## src/rtl/sync_inserter_v2.sv

```systemverilog
// Frames an 8-bit payload stream into 32-bit words: repeated sync marker, fixed-length
// payload, then pad bytes, with a single-register valid/ready output stage.
module sync_inserter_v2 #(
    parameter logic [63:0] SYNC_MARKER     = 64'hB1699558_A53333A8,
    parameter int unsigned SYNC_REPETITION = 3,
    parameter int unsigned PAYLOAD_LEN     = 255,
    parameter logic [7:0]  PAD_BYTE        = 8'h00
) (
    input  logic        core_clk,
    input  logic        rst,
    input  logic [7:0]  s_axis_tdata,
    input  logic        s_axis_tvalid,
    input  logic        s_axis_tlast,
    output logic        s_axis_tready,
    output logic [31:0] data_o,
    output logic        data_valid_o,
    input  logic        data_ready_i,
    output logic        start_of_frame_o,
    output logic        len_err_o,
    output logic [15:0] frame_cnt_o
);

    localparam int unsigned PADDING_LEN = (4 - ((8 * SYNC_REPETITION + PAYLOAD_LEN) % 4)) % 4;
    localparam int unsigned BODY_LEN    = PAYLOAD_LEN + PADDING_LEN;
    localparam int unsigned SYNC_WORDS  = 2 * SYNC_REPETITION;
    localparam int unsigned BW          = (BODY_LEN > 1) ? $clog2(BODY_LEN) : 1;
    localparam int unsigned WW          = (SYNC_WORDS > 1) ? $clog2(SYNC_WORDS) : 1;

    localparam logic [BW-1:0] LAST_PAY  = BW'(PAYLOAD_LEN - 1);
    localparam logic [BW:0]   BODY_END  = (BW + 1)'(BODY_LEN);
    localparam logic [WW-1:0] LAST_SYNC = WW'(SYNC_WORDS - 1);
    localparam logic [31:0]   PAD_WORD  = {4{PAD_BYTE}};

    typedef enum logic [1:0] {IDLE, SYNC, PAYLOAD, FILL} state_t;

    state_t        state_q, state_d;
    logic [WW-1:0] wcnt_q, wcnt_d;
    logic [BW-1:0] bcnt_q, bcnt_d;
    logic [31:0]   pack_q, pack_d;
    logic [31:0]   data_q, data_d;
    logic          valid_q, valid_d;
    logic          last_q, last_d;
    logic          sof_q, sof_d;
    logic          len_err_q, len_err_d;
    logic [15:0]   frame_cnt_q, frame_cnt_d;

    logic          accept, out_free, waiting, frame_end;
    logic          final_byte, completes, tready, byte_acc, at_body_end;
    logic [1:0]    slot;
    logic [BW:0]   nxt_align;
    logic [31:0]   word_in, marker_word;

    assign accept      = valid_q & data_ready_i;
    assign out_free    = ~valid_q | data_ready_i;
    // The frame's final word is in the output register: stall input until it drains.
    assign waiting     = valid_q & last_q;
    assign frame_end   = accept & last_q;
    assign slot        = bcnt_q[1:0];
    assign final_byte  = (bcnt_q == LAST_PAY);
    assign completes   = (slot == 2'd3) | final_byte | s_axis_tlast;
    assign tready      = (state_q == PAYLOAD) & ~waiting & (out_free | ~completes);
    assign byte_acc    = s_axis_tvalid & tready;
    assign nxt_align   = {1'b0, bcnt_q[BW-1:2], 2'b00} + (BW + 1)'(4);
    assign at_body_end = (nxt_align == BODY_END);
    assign marker_word = wcnt_q[0] ? SYNC_MARKER[31:0] : SYNC_MARKER[63:32];

    // pack_q is refilled with pad bytes after each word, so unfilled slots are already padded.
    always_comb begin
        word_in = pack_q;
        case (slot)
            2'd0:    word_in[31:24] = s_axis_tdata;
            2'd1:    word_in[23:16] = s_axis_tdata;
            2'd2:    word_in[15:8]  = s_axis_tdata;
            default: word_in[7:0]   = s_axis_tdata;
        endcase
    end

    always_comb begin
        state_d     = state_q;
        wcnt_d      = wcnt_q;
        bcnt_d      = bcnt_q;
        pack_d      = pack_q;
        data_d      = data_q;
        valid_d     = valid_q & ~data_ready_i;
        last_d      = last_q;
        sof_d       = sof_q;
        len_err_d   = 1'b0;
        frame_cnt_d = frame_cnt_q + 16'(frame_end);

        case (state_q)
            IDLE: begin
                if (s_axis_tvalid) begin
                    state_d = SYNC;
                    wcnt_d  = '0;
                end
            end
            SYNC: begin
                if (out_free) begin
                    data_d  = marker_word;
                    valid_d = 1'b1;
                    last_d  = 1'b0;
                    sof_d   = (wcnt_q == '0);
                    if (wcnt_q == LAST_SYNC) begin
                        state_d = PAYLOAD;
                        bcnt_d  = '0;
                    end else begin
                        wcnt_d = wcnt_q + 1'b1;
                    end
                end
            end
            PAYLOAD: begin
                if (byte_acc) begin
                    if (completes) begin
                        data_d  = word_in;
                        valid_d = 1'b1;
                        last_d  = at_body_end;
                        sof_d   = 1'b0;
                        pack_d  = PAD_WORD;
                        if (final_byte) begin
                            len_err_d = ~s_axis_tlast;
                            bcnt_d    = '0;
                        end else if (s_axis_tlast) begin
                            len_err_d = 1'b1;
                            state_d   = FILL;
                            bcnt_d    = at_body_end ? '0 : nxt_align[BW-1:0];
                        end else begin
                            bcnt_d = bcnt_q + 1'b1;
                        end
                    end else begin
                        pack_d = word_in;
                        bcnt_d = bcnt_q + 1'b1;
                    end
                end
            end
            FILL: begin
                if (!waiting && out_free) begin
                    data_d  = PAD_WORD;
                    valid_d = 1'b1;
                    last_d  = at_body_end;
                    sof_d   = 1'b0;
                    bcnt_d  = nxt_align[BW-1:0];
                end
            end
            default: state_d = IDLE;
        endcase

        // Next frame's first marker loads in the same cycle the last word drains: no bubble.
        if (frame_end) begin
            bcnt_d = '0;
            if (s_axis_tvalid) begin
                state_d = SYNC;
                data_d  = SYNC_MARKER[63:32];
                valid_d = 1'b1;
                last_d  = 1'b0;
                sof_d   = 1'b1;
                wcnt_d  = WW'(1);
            end else begin
                state_d = IDLE;
                wcnt_d  = '0;
            end
        end
    end

    always_ff @(posedge core_clk or posedge rst) begin
        if (rst) begin
            state_q     <= IDLE;
            wcnt_q      <= '0;
            bcnt_q      <= '0;
            pack_q      <= PAD_WORD;
            data_q      <= '0;
            valid_q     <= 1'b0;
            last_q      <= 1'b0;
            sof_q       <= 1'b0;
            len_err_q   <= 1'b0;
            frame_cnt_q <= '0;
        end else begin
            state_q     <= state_d;
            wcnt_q      <= wcnt_d;
            bcnt_q      <= bcnt_d;
            pack_q      <= pack_d;
            data_q      <= data_d;
            valid_q     <= valid_d;
            last_q      <= last_d;
            sof_q       <= sof_d;
            len_err_q   <= len_err_d;
            frame_cnt_q <= frame_cnt_d;
        end
    end

    assign s_axis_tready    = tready;
    assign data_o           = data_q;
    assign data_valid_o     = valid_q;
    assign start_of_frame_o = accept & sof_q;
    assign len_err_o        = len_err_q;
    assign frame_cnt_o      = frame_cnt_q;

endmodule
```

## config.mk

```make
export PLATFORM = sky130hd
export DESIGN_NAME = sync_inserter_v2
export DESIGN_NICKNAME = d
export VERILOG_FILES = /design/src/rtl/sync_inserter_v2.sv
export SDC_FILE = /design/constraint.sdc
export NUM_CORES = 1
export LEC_CHECK = 0
export ABC_CLOCK_PERIOD_IN_PS = 8200
export BUFFER_PORTS_ARGS = -buffer_cell sky130_fd_sc_hd__buf_2
export CORE_MARGIN = 5
export CORE_UTILIZATION = 40
export CTS_CLUSTER_DIAMETER = 120
export DETAILED_ROUTE_END_ITERATION = 8
export PLACE_DENSITY = 0.58
export SYNTH_ARGS = -nofsm -noshare
export SYNTH_HDL_FRONTEND = slang
export SYNTH_SLANG_ARGS = --single-unit
export TNS_END_PERCENT = 10
```

## constraint.sdc

```tcl
create_clock -name core_clk -period 8.2 [get_ports core_clk]
set_input_delay 1.23 -clock core_clk [delete_from_list [all_inputs] [get_ports core_clk]]
set_output_delay 1.23 -clock core_clk [all_outputs]
set_load 0.01 [all_outputs]
```

==> impl_metrics.py, run 1 <==
metrics = {
    "detailed_routing": {
        "ant_nets": 0,
        "finalWirelength_um": 15000,
        "drt_iter0_drc": 431,
        "route.detailed.drc": 0,
        "wl_per_cell_um": 18.8,
        "routed_via_density": 5.85,
        "via_count": 4666,
        "drt-pass1-iter-count": 5,
    },
    "power": {
        "swShare": 0.413,
        "p_leak_uw": 0.00286,
        "intPower_uw": 1180,
        "power_uw": 2010,
        "pwr-share-seq": 0.355,
        "power.density_nw_per_um2": 325,
        "p_comb_frac": 0.424,
        "power_switching_uw": 828,
        "power_frac_clock": 0.221,
        "vdd_drop_max_mv": 0.150,
    },
    "finish": {
        "finish.utilization": 0.465,
        "layout.nets": 646,
        "final-seq-area_um2": 2430,
        "area_growth_pct": 13.3,
        "multi_input_comb_area_um2": 2800,
        "drive_above_1_share": 0.178,
        "n_fill_cell": 1297,
        "diodes": 0,
    },
    "run_status": {
        "outcome": "finished clean",
    },
    "clock_network": {
        "hold_buffers": 0,
        "htreeDepth": 3,
        "cts_setup_buffers": 0,
        "clk_pin_slew_ns": 0.07,
        "insertion_delay_ns": 0.35,
        "clkSinkCount": 97,
        "cts-root-buf": "clkbuf_16",
        "numCtsBuffers": 9,
        "post_cts_resize_count": 0,
        "cts_tree": "done",
        "clockBufferDepth": 2,
    },
    "yosys": {
        "yosys.area_share.simple": 0.159,
        "synthCells": 573,
        "synthXorXnorAreaFrac": 0.0257,
        "synth_area_leaders": "dfrtp_1 (44%), o21ai_0 (5.0%), a21oi_1 (4.6%)",
        "synth_area_um2": 5460,
        "synth_top_family_by_area": "compound AO/OA/AOI/OAI gates",
        "synth_ff_type": "dfrtp_1",
        "yosysSeqAreaShare": 0.445,
        "syn_avg_cell_area_um2": 9.52,
        "synth_edf_count": 0,
        "synth-compound-area-share": 0.262,
        "synth_top_area_cell": "dfrtp_1",
        "ys_seq_elements": 97,
        "synth-adder-area-share": 0.0367,
        "synth.net_count": 602,
        "yosys_warnings": 0,
        "yosys.area.top_type_share": 0.445,
        "synth.area.mux_share": 0.0287,
        "yosys.cell_types.count": 72,
        "async_flop_share": 1.00,
    },
    "place": {
        "gp_congestion": 0.891,
        "dp_hpwl_um": 10600,
        "io_buffers": 64,
    },
    "critical_path": {
        "worstSetupEndpointType": "output pin",
        "reg2reg_slack_ns": 4.18,
        "critical_path_class": "reg2out",
        "endpoint": "s_axis_tready",
        "crit_start": "bcnt_q[0]$_DFFE_PP0P_",
        "cp.arrival_ns": 3.04,
        "cp_data_required_time_ns": 6.97,
        "start_kind": "register",
        "r2r_start": "bcnt_q[0]$_DFFE_PP0P_",
        "crit_fanout": 26,
        "reg2reg_depth": 7,
        "reg2reg_to": "last_q$_DFF_PP0_",
    },
    "timing": {
        "setup_viol_count_final": 0,
        "rsz0062_at_grt": "no",
        "maxSlewHeadroom": 0.257,
        "worst_pin_slew_ns": 1.10,
        "slew_viol_final": 0,
        "hold_slack_ns": 0.461,
        "hold_viol_final": 0,
        "fmax_mhz": 234,
        "fin_setup_tns_ns": 0,
        "post-route-period-util": 0.521,
        "fin_worst_skew_ns": 0.00543,
        "finalCriticalPeriod_ns": 4.27,
    },
    "floorplanning": {
        "core_area_um2": 13300,
        "die_area_um2": 16100,
        "fp-row-count": 42,
        "initial_core_util": 0.410,
        "ios": 65,
        "die_w_um": 127,
        "die_height_um": 127,
    },
    "global_route": {
        "grt_max_degree": 62,
        "grt_pass1_vias": 4627,
        "grt-ovfl-total": 0,
        "grtUsageTotal": 0.191,
        "grt_pass1_wl_um": 24800,
        "antenna_found_initial": 0,
    },
    "worst_hold_path": {
        "min_from": "frame_cnt_o[15]$_DFF_PP0_",
        "hp-class": "reg2reg",
    },
    "flow_run": {
        "maxCapViolations": 0,
    },
}
-- metal layers --
layer | track usage | part of all wire | vias to the layer above
li1 | - | - | 2193
met1 | 0.271 | 0.47 | 2293
met2 | 0.292 | 0.45 | 154
met3 | 0.0404 | 0.065 | 26
met4 | 0.0656 | 0.020 | 0
met5 | 0 | 0 | -
-- cell usage in the layout (no fill, tap or decap), drive strengths merged, types with 6 or more instances in the layout --
master and n:
clkbuf 9, o31ai 7, nand3b 7, a211oi 6
xnor2 8, ha 16, inv 24, and3 10
nor3 6, mux2i 10, dfrtp 97, o21a 9
nor2 18, o32ai 6, a21oi 50, buf 67
nand3 18, and2 15, xor2 8, o21ai 59
nand2 48, a31o 9, a21o 8, nor2b 21
a221o 10, a22oi 8
-- layout make-up --
class                           count  area share
Multi-Input combinational cell    421       0.453
Sequential cell                    97       0.393
Timing Repair Buffer               67      0.0555
Clock buffer                        9      0.0364
Tap cell                          176      0.0356
Clock inverter                      7      0.0136
Inverter                           21      0.0132
-- cell families after synthesis --
group,count (synthesis)
AO/OA/AOI/OAI,212
AND/OR/NAND/NOR,162
flip-flops,97
buffers and inverters,55
XOR/XNOR,16
adder cells (fa/ha/maj),16
multiplexers,15
-- worst max-delay path, stage by stage (launching register included) --
cell and delay [ns]:
dfrtp_1 0.44, inv_1 0.12, ha_1 0.61, nand3_1 0.41, o21ai_4 0.68, a21oi_1 0.22, buf_2 0.21
-- state kept, by name (all words and copies together), names as in the netlist --
name	count
last_q	1
wcnt_q	3
bcnt_q	8
pack_q	32
state_q	2
sof_q	1
data_o	32
data_valid_o	1
frame_cnt_o	16
len_err_o	1
-- per-stage QoR --
stage	setup slack, ns	instances	area, µm²
2_1_floorplan	4.44	573	5460
3_3_place_gp	4.31	782	5870
3_5_place_dp	4.19	782	5870
4_1_cts	3.90	798	6180
5_1_grt	3.70	798	6180
6_report	3.93	798	6180
-- synthesized netlist by cell type (7+ instances only) --
library cell / instances
clkbuf_1: 25
a21o_1: 8
mux2i_1: 10
nand2_1: 46
o21a_1: 8
a22oi_1: 8
xnor2_1: 8
a31o_2: 9
o31ai_1: 7
ha_1: 16
nor2_1: 17
a221o_1: 10
inv_1: 19
nand3b_1: 7
and3_1: 10
o21ai_0: 55
xor2_1: 8
and2_1: 14
nor2b_1: 21
dfrtp_1: 97
nand3_1: 17
a21oi_1: 50
-- worst min path at each step --
stage	end	slack, ns	cells past startpoint
final	frame_cnt_o[15]$_DFF_PP0_	0.46	1
after global routing	frame_cnt_o[15]$_DFF_PP0_	0.49	1
after CTS	frame_cnt_o[15]$_DFF_PP0_	0.47	1
after detailed placement	frame_cnt_o[15]$_DFF_PP0_	0.46	1
after global placement	pack_q[19]$_DFFE_PP0P_	0.45	2
after floorplan	pack_q[11]$_DFFE_PP0P_	0.44	2
-- power groups by stage --
stage	clock, µW	sequential [µW]	combinational (µW)
6_report	444	712	851
5_1_grt	476	732	944
4_1_cts	458	710	849
3_5_place_dp	0	719	845
3_3_place_gp	0	713	830
2_1_floorplan	0	705	599
Note: power is estimated with default switching activity, not from simulation.
==> inputs of run 2 (changes only) <==
ABC_CLOCK_PERIOD_IN_PS = 3600   (was 8200)
PLACE_DENSITY = 0.61   (was 0.58)
clock period = 3.6 ns   (was 8.2 ns; I/O delays follow)
==> impl_metrics.py, run 2 (synthesis gave the netlist of run 1 again) <==
metrics = {
    "critical_path": {
        "worstSetupEndpointType": "output pin",
        "start_kind": "register",
        "critical_path_class": "reg2out",
        "crit_start": "bcnt_q[0]$_DFFE_PP0P_",
        "cp.arrival_ns": 2.57,
        "reg2reg_slack_ns": 0.54,
        "reg2reg_to": "data_o[21]$_DFF_PP0_",
        "reg2reg_depth": 7,
        "endpoint": "s_axis_tready",
        "cp_data_required_time_ns": 3.06,
        "r2r_start": "bcnt_q[0]$_DFFE_PP0P_",
        "crit_fanout": 19,
    },
    "timing": {
        "layout_setup_ws_ns": 0.489,
        "fin_worst_skew_ns": 0.00773,
        "finalCriticalPeriod_ns": 3.11,
        "fmax_mhz": 321,
        "fin_setup_tns_ns": 0,
        "setup_viol_count_final": 0,
        "rsz0062_at_grt": "no",
        "maxSlewHeadroom": 0.260,
        "post-route-period-util": 0.864,
        "hold_viol_final": 0,
        "worst_pin_slew_ns": 1.10,
        "slew_viol_final": 0,
    },
    "detailed_routing": {
        "drt-pass1-iter-count": 6,
        "route.detailed.drc": 0,
        "ant_nets": 0,
        "wl_per_cell_um": 18.8,
        "drt_iter0_drc": 481,
        "via_count": 4759,
        "routed_via_density": 5.90,
        "finalWirelength_um": 15200,
    },
    "clock_network": {
        "cts-root-buf": "clkbuf_16",
        "hold_buffers": 0,
        "numCtsBuffers": 9,
        "clkSinkCount": 97,
        "clockBufferDepth": 2,
        "htreeDepth": 3,
        "cts_tree": "done",
        "post_cts_resize_count": 0,
        "clk_pin_slew_ns": 0.06,
        "cts_setup_buffers": 0,
        "insertion_delay_ns": 0.35,
    },
    "floorplanning": {
        "initial_core_util": 0.410,
        "ios": 65,
        "fp-row-count": 42,
        "die_height_um": 127,
        "die_w_um": 127,
        "die_area_um2": 16100,
        "core_area_um2": 13300,
    },
    "finish": {
        "drive_above_1_share": 0.184,
        "multi_input_comb_area_um2": 2790,
        "final_cell_mix": "dfrtp_1 (97), buf_2 (64), o21ai_0 (55)",
        "final_cells": 807,
        "n_fill_cell": 1254,
        "diodes": 0,
        "layout.nets": 656,
        "final_common_cell": "dfrtp_1",
        "area_growth_pct": 14.2,
        "final-seq-area_um2": 2430,
        "fin_area_um2": 6230,
    },
    "global_route": {
        "grt-ovfl-total": 0,
        "grt_pass1_wl_um": 24800,
        "antenna_found_initial": 0,
        "grt_pass1_vias": 4565,
        "grtUsageTotal": 0.191,
        "grt_max_degree": 74,
    },
    "place": {
        "place_area_um2": 5940,
        "dp_hpwl_um": 10600,
        "io_buffers": 64,
        "dp_slack_ns": 0.612,
        "gp_congestion": 0.862,
        "dp_cells": 792,
    },
    "power": {
        "power_frac_clock": 0.211,
        "intPower_uw": 2730,
        "pwr-share-seq": 0.348,
        "power_switching_uw": 1840,
        "vdd_drop_max_mv": 0.272,
        "power.density_nw_per_um2": 734,
        "swShare": 0.403,
        "p_comb_frac": 0.441,
        "p_leak_uw": 0.00289,
        "power_uw": 4570,
    },
    "flow_run": {
        "maxCapViolations": 0,
    },
    "run_status": {
        "outcome": "finished clean",
    },
    "worst_hold_path": {
        "hp-class": "in2async",
    },
}
-- run 2: cell count changes in the layout (fill, tap and decap cells not counted) --
| cell | before | now |
|---|---|---|
| buf_4 | 3 | 13 |
| clkbuf_1 | 0 | 3 |
| clkbuf_8 | 0 | 1 |
| clkinvlp_4 | 1 | 0 |
| inv_6 | 3 | 0 |
| inv_8 | 1 | 0 |
| o41ai_1 | 0 | 1 |
| o41ai_2 | 2 | 1 |
-- run 2: stage by stage --
| step | util | hold WS [ns] |
|---|---|---|
| 6_report | 0.468 | 0.402 |
| 3_5_place_dp | 0.447 | 0.454 |
| 2_1_floorplan | - | 0.442 |
| 4_1_cts | 0.468 | 0.439 |
| 5_1_grt | 0.468 | 0.488 |
| 3_3_place_gp | 0.447 | 0.456 |
-- run 2: metal layers --
layer / wire length (µm) / track usage / vias up / share of wire
li1: - / - / 2216 / -
met1: 7170 / 0.281 / 2335 / 0.47
met2: 6790 / 0.279 / 187 / 0.45
met3: 940 / 0.0429 / 21 / 0.062
met4: 283 / 0.0650 / 0 / 0.019
met5: 0 / 0 / - / 0
-- run 2: worst min-delay path by stage --
stage,depth (start not counted),end,startpoint,slack (ns)
floorplan,2,pack_q[11]$_DFFE_PP0P_,pack_q[11]$_DFFE_PP0P_,0.44
global placement,2,pack_q[9]$_DFFE_PP0P_,pack_q[9]$_DFFE_PP0P_,0.46
detailed placement,1,frame_cnt_o[15]$_DFF_PP0_,frame_cnt_o[15]$_DFF_PP0_,0.45
CTS,2,data_o[28]$_DFF_PP0_,rst,0.44
global route,1,frame_cnt_o[15]$_DFF_PP0_,frame_cnt_o[15]$_DFF_PP0_,0.49
finish,2,data_o[24]$_DFF_PP0_,rst,0.40
-- run 2: power groups by stage --
stage	Sequential [µW]	Clock, µW	Combinational, µW
6_report	1590	965	2010
5_1_grt	1620	1030	2230
4_1_cts	1580	992	1990
3_5_place_dp	1600	0	1980
3_3_place_gp	1590	0	1950
2_1_floorplan	1610	0	1360
-- run 2: worst max-delay path, stage by stage (launching register included) --
cell and delay [ns]:
dfrtp_1 0.45, inv_1 0.13, ha_1 0.62, nand3_1 0.41, o21ai_4 0.32, a21oi_1 0.14, buf_2 0.16
-- run 2: area by class of cell --
type                    count  area share
clock inverters             2     0.00623
well taps                 176      0.0354
inverters                  21      0.0131
clock buffers              13      0.0402
flip-flops and latches     97       0.390
repair buffers             77      0.0671
multi-input cells         421       0.448
==> inputs of run 3 (changes only) <==
ABC_CLOCK_PERIOD_IN_PS = 2700   (was 3600)
MAX_ROUTING_LAYER = met4   (was not set)
clock period = 2.7 ns   (was 3.6 ns; I/O delays follow)
==> impl_metrics.py, run 3 (synthesis gave the netlist of run 1 again) <==
metrics = {
    "critical_path": {
        "r2r_start": "state_q[0]$_DFFE_PP0P_",
        "reg2reg_depth": 6,
        "cp_top_family": "compound AO/OA/AOI/OAI gates",
        "crit_fanout": 12,
        "critical_path_class": "reg2reg",
        "critPathBufInv": 0,
        "critPathMaxStageDelay_ns": 0.56,
        "cp_data_required_time_ns": 2.96,
        "cp.arrival_ns": 2.75,
        "start_kind": "register",
        "reg2reg_to": "bcnt_q[7]$_DFFE_PP0P_",
        "worstSetupEndpointType": "register",
        "slowest_stage": "or4_4",
        "reg2reg_slack_ns": 0.21,
        "worstPathCellList": "ha_1, nor2_1, a21bo_1, a32o_1, or4_4, o41ai_2",
    },
    "clock_network": {
        "clockBufferDepth": 2,
        "numCtsBuffers": 9,
        "cts_tree": "done",
        "cts_setup_buffers": 0,
        "cts-root-buf": "clkbuf_16",
        "hold_buffers": 0,
        "clk_pin_slew_ns": 0.07,
        "post_cts_resize_count": 0,
        "insertion_delay_ns": 0.36,
        "htreeDepth": 3,
        "clkSinkCount": 97,
    },
    "finish": {
        "drive_above_1_share": 0.196,
        "final_common_cell": "dfrtp_1",
        "final_cell_mix": "dfrtp_1 (97), buf_2 (64), o21ai_0 (55)",
        "n_fill_cell": 1254,
        "diodes": 0,
        "area_growth_pct": 15.8,
        "layout.nets": 661,
    },
    "timing": {
        "fmax_mhz": 402,
        "finalCriticalPeriod_ns": 2.49,
        "fin_worst_skew_ns": 0.00417,
        "fin_setup_tns_ns": 0,
        "post-route-period-util": 0.922,
        "layout_setup_ws_ns": 0.211,
        "worst_pin_slew_ns": 0.650,
        "rsz0062_at_grt": "no",
        "setup_viol_count_final": 0,
        "maxSlewHeadroom": 0.567,
        "slew_viol_final": 0,
        "hold_viol_final": 0,
    },
    "power": {
        "p_leak_uw": 0.00294,
        "power.density_nw_per_um2": 984,
        "p_comb_frac": 0.433,
        "power_frac_clock": 0.227,
        "pwr-share-seq": 0.340,
        "intPower_uw": 3730,
        "swShare": 0.400,
        "vdd_drop_max_mv": 0.427,
        "power_switching_uw": 2480,
    },
    "place": {
        "dp_hpwl_um": 10500,
        "gp_congestion": 0.906,
        "dp_slack_ns": 0.232,
        "io_buffers": 64,
    },
    "floorplanning": {
        "core_area_um2": 13300,
        "die_area_um2": 16100,
        "die_height_um": 127,
        "initial_core_util": 0.410,
        "die_w_um": 127,
        "ios": 65,
        "fp-row-count": 42,
    },
    "global_route": {
        "grt_max_degree": 98,
        "grt_pass1_vias": 4524,
        "grt_pass1_wl_um": 24300,
        "grt-ovfl-total": 0,
        "grtUsageTotal": 0.193,
        "antenna_found_initial": 0,
    },
    "worst_hold_path": {
        "hp-class": "in2async",
    },
    "detailed_routing": {
        "finalWirelength_um": 14800,
        "route.detailed.drc": 0,
        "routed_via_density": 5.79,
        "drt-pass1-iter-count": 5,
        "drt_iter0_drc": 469,
        "ant_nets": 0,
        "via_count": 4709,
        "wl_per_cell_um": 18.2,
    },
    "flow_run": {
        "maxCapViolations": 0,
    },
    "run_status": {
        "outcome": "finished clean",
    },
}
[run 3: metrics by stage]
step                      total power [µW]  std cells  cell area (µm²)  hold WS [ns]  utilization
after floorplan                       3960        573             5460         0.442            -
after global placement                4750        797             5990         0.453        0.450
after detailed placement              4800        797             5990         0.462        0.450
after CTS                             6240        813             6320         0.204        0.475
after global routing                  6640        813             6320         0.247        0.475
final                                 6220        813             6320         0.192        0.475
[run 3: cell type report]
cell class,count,area (µm²),area share
clock buffers,9,225,0.0357
clock inverters,7,101,0.0160
inverters,21,82.6,0.0131
multi-input cells,421,2790,0.442
flip-flops and latches,97,2430,0.384
well taps,176,220,0.0349
repair buffers,82,468,0.0741
[run 3: layer usage]
layer / part of all wire / vias to the layer above / global-route usage
met5: 0 / - / -
met4: 0.021 / 0 / 0.0644
met3: 0.055 / 27 / 0.0420
met2: 0.44 / 133 / 0.276
met1: 0.48 / 2319 / 0.274
li1: - / 2230 / -
[run 3: power groups by stage]
stage | Sequential [µW] | Clock (µW) | Combinational (µW)
after CTS | 2110 | 1450 | 2680
after detailed placement | 2130 | 0 | 2670
final | 2110 | 1410 | 2690
after global routing | 2160 | 1510 | 2970
after global placement | 2120 | 0 | 2630
after floorplan | 2140 | 0 | 1820
[run 3: how the worst max path moves through the flow]
| stage | slack (ns) | start | to | depth (start not counted) |
|---|---|---|---|---|
| 2_1_floorplan | 0.44 | bcnt_q[0]$_DFFE_PP0P_ | data_o[21]$_DFF_PP0_ | 8 |
| 3_3_place_gp | 0.31 | data_ready_i | frame_cnt_o[14]$_DFF_PP0_ | 10 |
| 3_5_place_dp | 0.23 | data_ready_i | frame_cnt_o[14]$_DFF_PP0_ | 10 |
| 4_1_cts | 0.25 | state_q[0]$_DFFE_PP0P_ | bcnt_q[7]$_DFFE_PP0P_ | 6 |
| 5_1_grt | 0.09 | state_q[0]$_DFFE_PP0P_ | bcnt_q[7]$_DFFE_PP0P_ | 6 |
| 6_report | 0.21 | state_q[0]$_DFFE_PP0P_ | bcnt_q[7]$_DFFE_PP0P_ | 6 |
[run 3: worst reg2reg max path, stage by stage (launching register included)]
cell	delay (ns)
dfrtp_1	0.42
ha_1	0.45
nor2_1	0.15
a21bo_1	0.23
a32o_1	0.31
or4_4	0.56
o41ai_2	0.27
